`src/rtl/cnt16_pwm.sv`:
```
// cnt16_pwm: turns the upstream 4-bit free-running count into a registered
// PWM waveform. A new duty value is taken through a valid/ready handshake,
// held in a one-entry staging register, and only applied at a counter wrap
// (MAX->0) so the waveform never glitches mid-period. The block also emits a
// one-cycle wrap pulse and a running count of wraps.
module cnt16_pwm #(
   parameter int unsigned CNT_W = 4,
   parameter int unsigned PER_W = 8,
   parameter bit          POL   = 1'b1
) (
   input  logic             clk,
   input  logic             rst_n,
   input  logic [CNT_W-1:0] cnt,
   input  logic [CNT_W:0]   duty_in,
   input  logic             duty_valid,
   output logic             duty_ready,
   output logic             pwm_out,
   output logic             wrap_pulse,
   output logic [PER_W-1:0] period_cnt
);

   localparam logic [CNT_W-1:0] MAX = '1;

   logic [CNT_W-1:0] cntPrev_q;
   logic [CNT_W:0]   dutyAct_q,  dutyAct_d;
   logic             pendV_q,    pendV_d;
   logic [CNT_W:0]   pend_q,     pend_d;
   logic             pwm_q,      pwm_d;
   logic             wrapPulse_q;
   logic [PER_W-1:0] periodCnt_q, periodCnt_d;

   logic             wrapNow;
   logic             accept;
   logic [CNT_W:0]   dutyEff;

   // Wrap detection, handshake acceptance and the duty value that governs
   // this cycle; a staged duty is used on the wrap cycle itself so the new
   // period starts with the new duty from count 0.
   always_comb begin
      wrapNow = (cntPrev_q == MAX) && (cnt == '0);
      accept  = duty_valid && !pendV_q;
      dutyEff = (wrapNow && pendV_q) ? pend_q : dutyAct_q;
   end

   // Next-state for the staging register, active duty, PWM level and the
   // wrap counter. Acceptance only happens with the stage empty, so it can
   // never collide with a wrap that consumes a staged value.
   always_comb begin
      dutyAct_d   = dutyAct_q;
      pendV_d     = pendV_q;
      pend_d      = pend_q;
      periodCnt_d = periodCnt_q;
      pwm_d       = (({1'b0, cnt}) < dutyEff) ? POL : ~POL;
      if (wrapNow && pendV_q) begin
         dutyAct_d = pend_q;
         pendV_d   = 1'b0;
      end
      if (accept) begin
         pend_d  = duty_in;
         pendV_d = 1'b1;
      end
      if (wrapNow) begin
         periodCnt_d = periodCnt_q + PER_W'(1);
      end
   end

   // State registers; reset clears any staged duty and parks the output
   // at its inactive level.
   always_ff @(posedge clk or negedge rst_n) begin
      if (!rst_n) begin
         cntPrev_q   <= '0;
         dutyAct_q   <= '0;
         pendV_q     <= 1'b0;
         pend_q      <= '0;
         pwm_q       <= ~POL;
         wrapPulse_q <= 1'b0;
         periodCnt_q <= '0;
      end else begin
         cntPrev_q   <= cnt;
         dutyAct_q   <= dutyAct_d;
         pendV_q     <= pendV_d;
         pend_q      <= pend_d;
         pwm_q       <= pwm_d;
         wrapPulse_q <= wrapNow;
         periodCnt_q <= periodCnt_d;
      end
   end

   assign duty_ready = ~pendV_q;
   assign pwm_out    = pwm_q;
   assign wrap_pulse = wrapPulse_q;
   assign period_cnt = periodCnt_q;

endmodule

```
`config.mk`:
```
export PLATFORM = sky130hd
export DESIGN_NAME = cnt16_pwm
export DESIGN_NICKNAME = d
export VERILOG_FILES = /design/src/rtl/cnt16_pwm.sv
export SDC_FILE = /design/constraint.sdc
export NUM_CORES = 1
export LEC_CHECK = 0
export ABC_AREA = 0
export CAP_MARGIN = 20
export CORE_UTILIZATION = 48
export CTS_BUF_LIST = sky130_fd_sc_hd__clkbuf_4 sky130_fd_sc_hd__clkbuf_8 sky130_fd_sc_hd__clkbuf_16
export CTS_CLUSTER_SIZE = 20
export DETAILED_ROUTE_END_ITERATION = 10
export PLACE_DENSITY = 0.83
export SYNTH_ARGS = -nofsm -noshare
export SYNTH_HDL_FRONTEND = slang
export SYNTH_SLANG_ARGS = --single-unit
```
`constraint.sdc`:
```
create_clock -name clk -period 3.78 [get_ports clk]
set_input_delay 0.756 -clock clk [delete_from_list [all_inputs] [get_ports clk]]
set_output_delay 0.756 -clock clk [all_outputs]
set_load 0.03 [all_outputs]
```
# After elaboration in Yosys (flattened, before gate mapping)
# Index checks and enable logic that the tools add are counted.
# W data, S select, Z words.
# totals
in_bits,12
output_inout_bits,11
register_bits,25
word_cells,21
# classes
n_reduce_logical,6
n_lt_le_gt_ge,1
n_addsub,1
n_eq_ne,1
bitwise,1
mux,4
# op_table
cell,count
$add A8 B1 Y8 const B,1
$lt A4 B5 Y1,1
$mux W5,1
$eq A4 B4 Y1 const B,1
$logic_not A4 Y1,1
$logic_and A1 B1 Y1,3
$mux W1,3
$reduce_bool A2 Y1,1
$logic_not A1 Y1,1
$not A1 Y1,1

# Depth between registers and ports, before layout
# depth
depth_word,6
ltp_mapped,9
mapped_depth_nobuf,8

# Worst setup path before layout
# No wires, ideal clock.
# synth_path
kind,input port to flip-flop
start,input cnt[1]
end,"register pwm_q, in the netlist pwm_out"
path_stages,8
setup_ns,0.064
setup_slack_ns,0.996
arrival_time_ns,2.720
n_path_buf,1
t_required_ns,3.716
path_cell_list,or4_1 -> or3_1 -> buf_6 -> mux2i_1 -> ha_1 -> a21o_1 -> a211oi_1 -> a211o_1
# synth_between
elab_chain_cells,6
# synth_lines
item,line_no,rtl
"start, declared",13,"input logic [CNT_W-1:0] cnt,"
$logic_not A4 Y1,40,wrapNow = (cntPrev_q == MAX) && (cnt == '0);
$logic_and A1 B1 Y1,40,
$logic_and A1 B1 Y1,42,dutyEff = (wrapNow && pendV_q) ? pend_q : dutyAct_q;
$mux W5,-,
$lt A4 B5 Y1 *,53,"pwm_d = (({1'b0, cnt}) < dutyEff) ? POL : ~POL;"
$mux W1 *,53,
via pwm_d,28,"logic pwm_q, pwm_d;"
"end signal, assigned",75,pwm_q <= ~POL;
"end signal, assigned",83,pwm_q <= pwm_d;
"end, declared",28,
# The timed path passes the listed nets; every way through them passes the cells marked *.
# A chain may end at the register's enable or synchronous reset.

# Worst setup path in the final report
# Same ends and word-level chain as after synthesis.

==> metrics.md <==
| Metric | Value |
|---|---|
| Status | `completed` |
| Syn Area/Cell | `14.0 µm²` |
| Antenna-violating nets left | `0` |
| Dominant cell type by area after synthesis | `dfrtp_1` |
| RSZ-0062 raised after global routing | `no` |
| Total gr overflow | `0` |
| Post-DP HPWL | `1300 µm` |
| Slowest stage delay, CP | `about 560 ps` |
| Synthesized cell area | `1020 µm²` |
| CTS root buf | `clkbuf_4` |
| Inserted Clock Buffers | `3` |
| Most common cell in the netlist | `dfrtp_1` |
| Post-CTS Hold Buffers | `0` |
| Setup ws final | `665 ps` |
| Die W | `48.1 µm` |
| Fin crit share | `approximately 82%` |
| Global-route wire length before repair | `2680 µm` |
| Top cells by count, synth | `dfrtp_1, mux2_2, xnor2_1` |
| DIE AREA | `between 2000 and 2500 µm²` |
| Post-Syn Nets | `between 80 and 90` |
| Setup bufs post-CTS | `0` |
| Synth unique cells | `25` |
| Ant diodes | `0` |
| Cts repair resizes | `0` |
| Yosys warns | `0` |
| Worst-Skew Late Latency | `310 ps` |
| CORE AREA | `1980 µm²` |
| Hold Path Class | `reg2reg` |
| DR WL/cell | `about 13 µm` |
| Main synth FF type | `dfrtp_1` |
| Slew HR | `61.5%` |
| Initial antenna violation count | `0` |
| Area contributors post-synth | `dfrtp_1, mux2_2, xnor2_1` |
| Power Density | `between 300 and 400 nW/µm²` |
| GRT Total Usage | `17.9%` |
| Final Setup Violations | `0` |
| Vias post-DR | `616` |
| Pre-antenna DRT Iters | `4` |
| Clock sink count | `25` |
| EDFF count, synth | `0` |
| Area Growth Syn to Fin | `28.0%` |
| Setup Skew | `9.09 ps` |
| Critical path required time | `4050 ps` |
| Seq/Total Area, Yosys | `61.3%` |
| Core Rows | `16` |
| Type of element capturing the critical path | `register` |
| Synth top area share | `approximately three fifths` |
| Largest net degree at the start of global routing | `26` |
| Capturing point of the worst reg2reg path | `pwm_out$_DFF_PN0_` |
| CP Launch Type | `input port` |
| Gp weighted congestion | `between 0.8 and 0.9` |
| Worst R2R Setup Slack | `approximately 1700 ps` |
| Fill cell count | `roughly 150` |
| Port bufs | `22` |
| Die Ht | `48.1 µm` |
| Reg-to-Reg Start | `pendV_q$_DFFE_PN0P_` |
| Worst-case clock buffer depth | `2` |
| Leak Pwr | `around 0.64 nW` |
| Async SR Flop Fraction | `100%` |
| Post-Synthesis Cells | `73` |
| Crit path from | `cnt[1]` |
| #FFs+latches synth | `25` |
| Max cap viols | `0` |
| WS Path Type | `in2reg` |
| Final Hold Fails | `0` |
| Vias in the first global route | `617` |
| Reg2reg path depth | `7` |
| Worst path slowest cell | `or4_1` |
| Via density | `~5` |
| Period minus WS final | `3110 ps` |
| Pre-CTS WS | `307 ps` |
| Drt drc | `0` |
| Worst setup path endpoint | `pwm_out$_DFF_PN0_` |
| Nets | `116` |
| IO Count | `23` |
| Setup TNS | `0 ps` |
| Final Util | `between 60% and 70%` |
| Crit path DAT | `~3400 ps` |
| VDD IR max | `0.243 mV` |
| Worst-path maximum fanout | `6` |
| Slew @ Worst Pin | `around 570 ps` |
| Fmax | `321 MHz` |
| WL final | `around 1700 µm` |
| CTS clk-pin slew, worst paths | `130 ps` |
| Crit path cell chain | `clkdlybuf4s50_1, or4_1, or3_1, mux2i_1, ha_1, a21o_1, a211oi_1, a211o_1` |
| Initial drt markers | `4` |
| Htree depth | `1` |
| CTS tree | `yes` |
| Initial Util | `51.5%` |
| Ratio of cells with drive above 1 in the final layout | `13.1%` |
| Final Max Tran Viols | `0` |
layer usage:
metal  GRT usage, %  vias up  wire, µm
met2           29.2        9       864
met4           10.0        0        23
met3           3.33        2        32
met1           22.5      298       764
li1               -      307         -
met5              0        -         0
power breakdown:
part	switching [mW]	internal (mW)
Clock	0.0754	0.0396
Sequential	0.0108	0.286
Combinational	0.0299	0.0362
per-stage QoR:
stage / hold WS, ps / power (mW) / cell area (µm²) / std cells
global route: 525 / 0.500 / 1310 / 126
CTS: 486 / 0.485 / 1290 / 125
floorplan: 457 / 0.333 / 1020 / 73
detailed placement: 468 / 0.368 / 1260 / 121
finish: 480 / 0.478 / 1310 / 126
global placement: 462 / 0.364 / 1260 / 121
registers in the layout, summed over array words and instances, names as in the netlist:
signal      count
period_cnt      8
dutyAct_q       5
pend_q          5
cntPrev_q       4
pendV_q         1
pwm_out         1
wrap_pulse      1
logic make-up (layout without fill, tap and decap cells):
family / count (synthesis) / in the layout / synth area share [%]
AOI/OAI and AO/OA: 6 / 6 / 4.05
xor gates and xnor gates: 7 / 7 / 6.01
adders and majority gates: 4 / 4 / 4.91
buffers and inverters: 5 / 31 / 2.58
DFF: 25 / 25 / 61.3
muxes: 11 / 11 / 12.5
and+or+nand+nor: 15 / 15 / 8.59
worst min-delay path by stage:
stage,depth (start not counted),start,to
finish,1,period_cnt[7]$_DFFE_PN0P_,period_cnt[7]$_DFFE_PN0P_
global route,1,dutyAct_q[4]$_DFF_PN0_,dutyAct_q[4]$_DFF_PN0_
CTS,1,period_cnt[7]$_DFFE_PN0P_,period_cnt[7]$_DFFE_PN0P_
detailed placement,1,period_cnt[7]$_DFFE_PN0P_,period_cnt[7]$_DFFE_PN0P_
global placement,1,period_cnt[7]$_DFFE_PN0P_,period_cnt[7]$_DFFE_PN0P_
floorplan,0,rst_n,cntPrev_q[0]$_DFF_PN0_
layout by cell type (no fill, tap or decap), types with 3 or more instances in the layout:
cell type | Yosys | layout
mux2i_1 | 3 | 3
xnor2_1 | 6 | 6
clkdlybuf4s50_1 | 0 | 22
clkbuf_4 | 0 | 3
nand4_1 | 3 | 3
ha_1 | 4 | 4
dfrtp_1 | 25 | 25
inv_1 | 4 | 4
mux2_2 | 6 | 6
worst max-delay path, delay by kind of cell:
family          cells  cell delay (ps)
simple gates        2             1080
buf+inv             1              460
fa+ha+maj           1              280
mux                 1              260
compound gates      3              540
final cells by class:
cell class                 instances  area (µm²)  area share [%]
timing repair buffer              23         235            18.0
clock buffer                       3        22.5            1.73
tap                               27        33.8            2.59
multi-input combinational         43         368            28.2
clock inverter                     1        5.00           0.384
inverter                           4        15.0            1.15
sequential                        25         626            47.9
(Power assumes the default switching activity.)
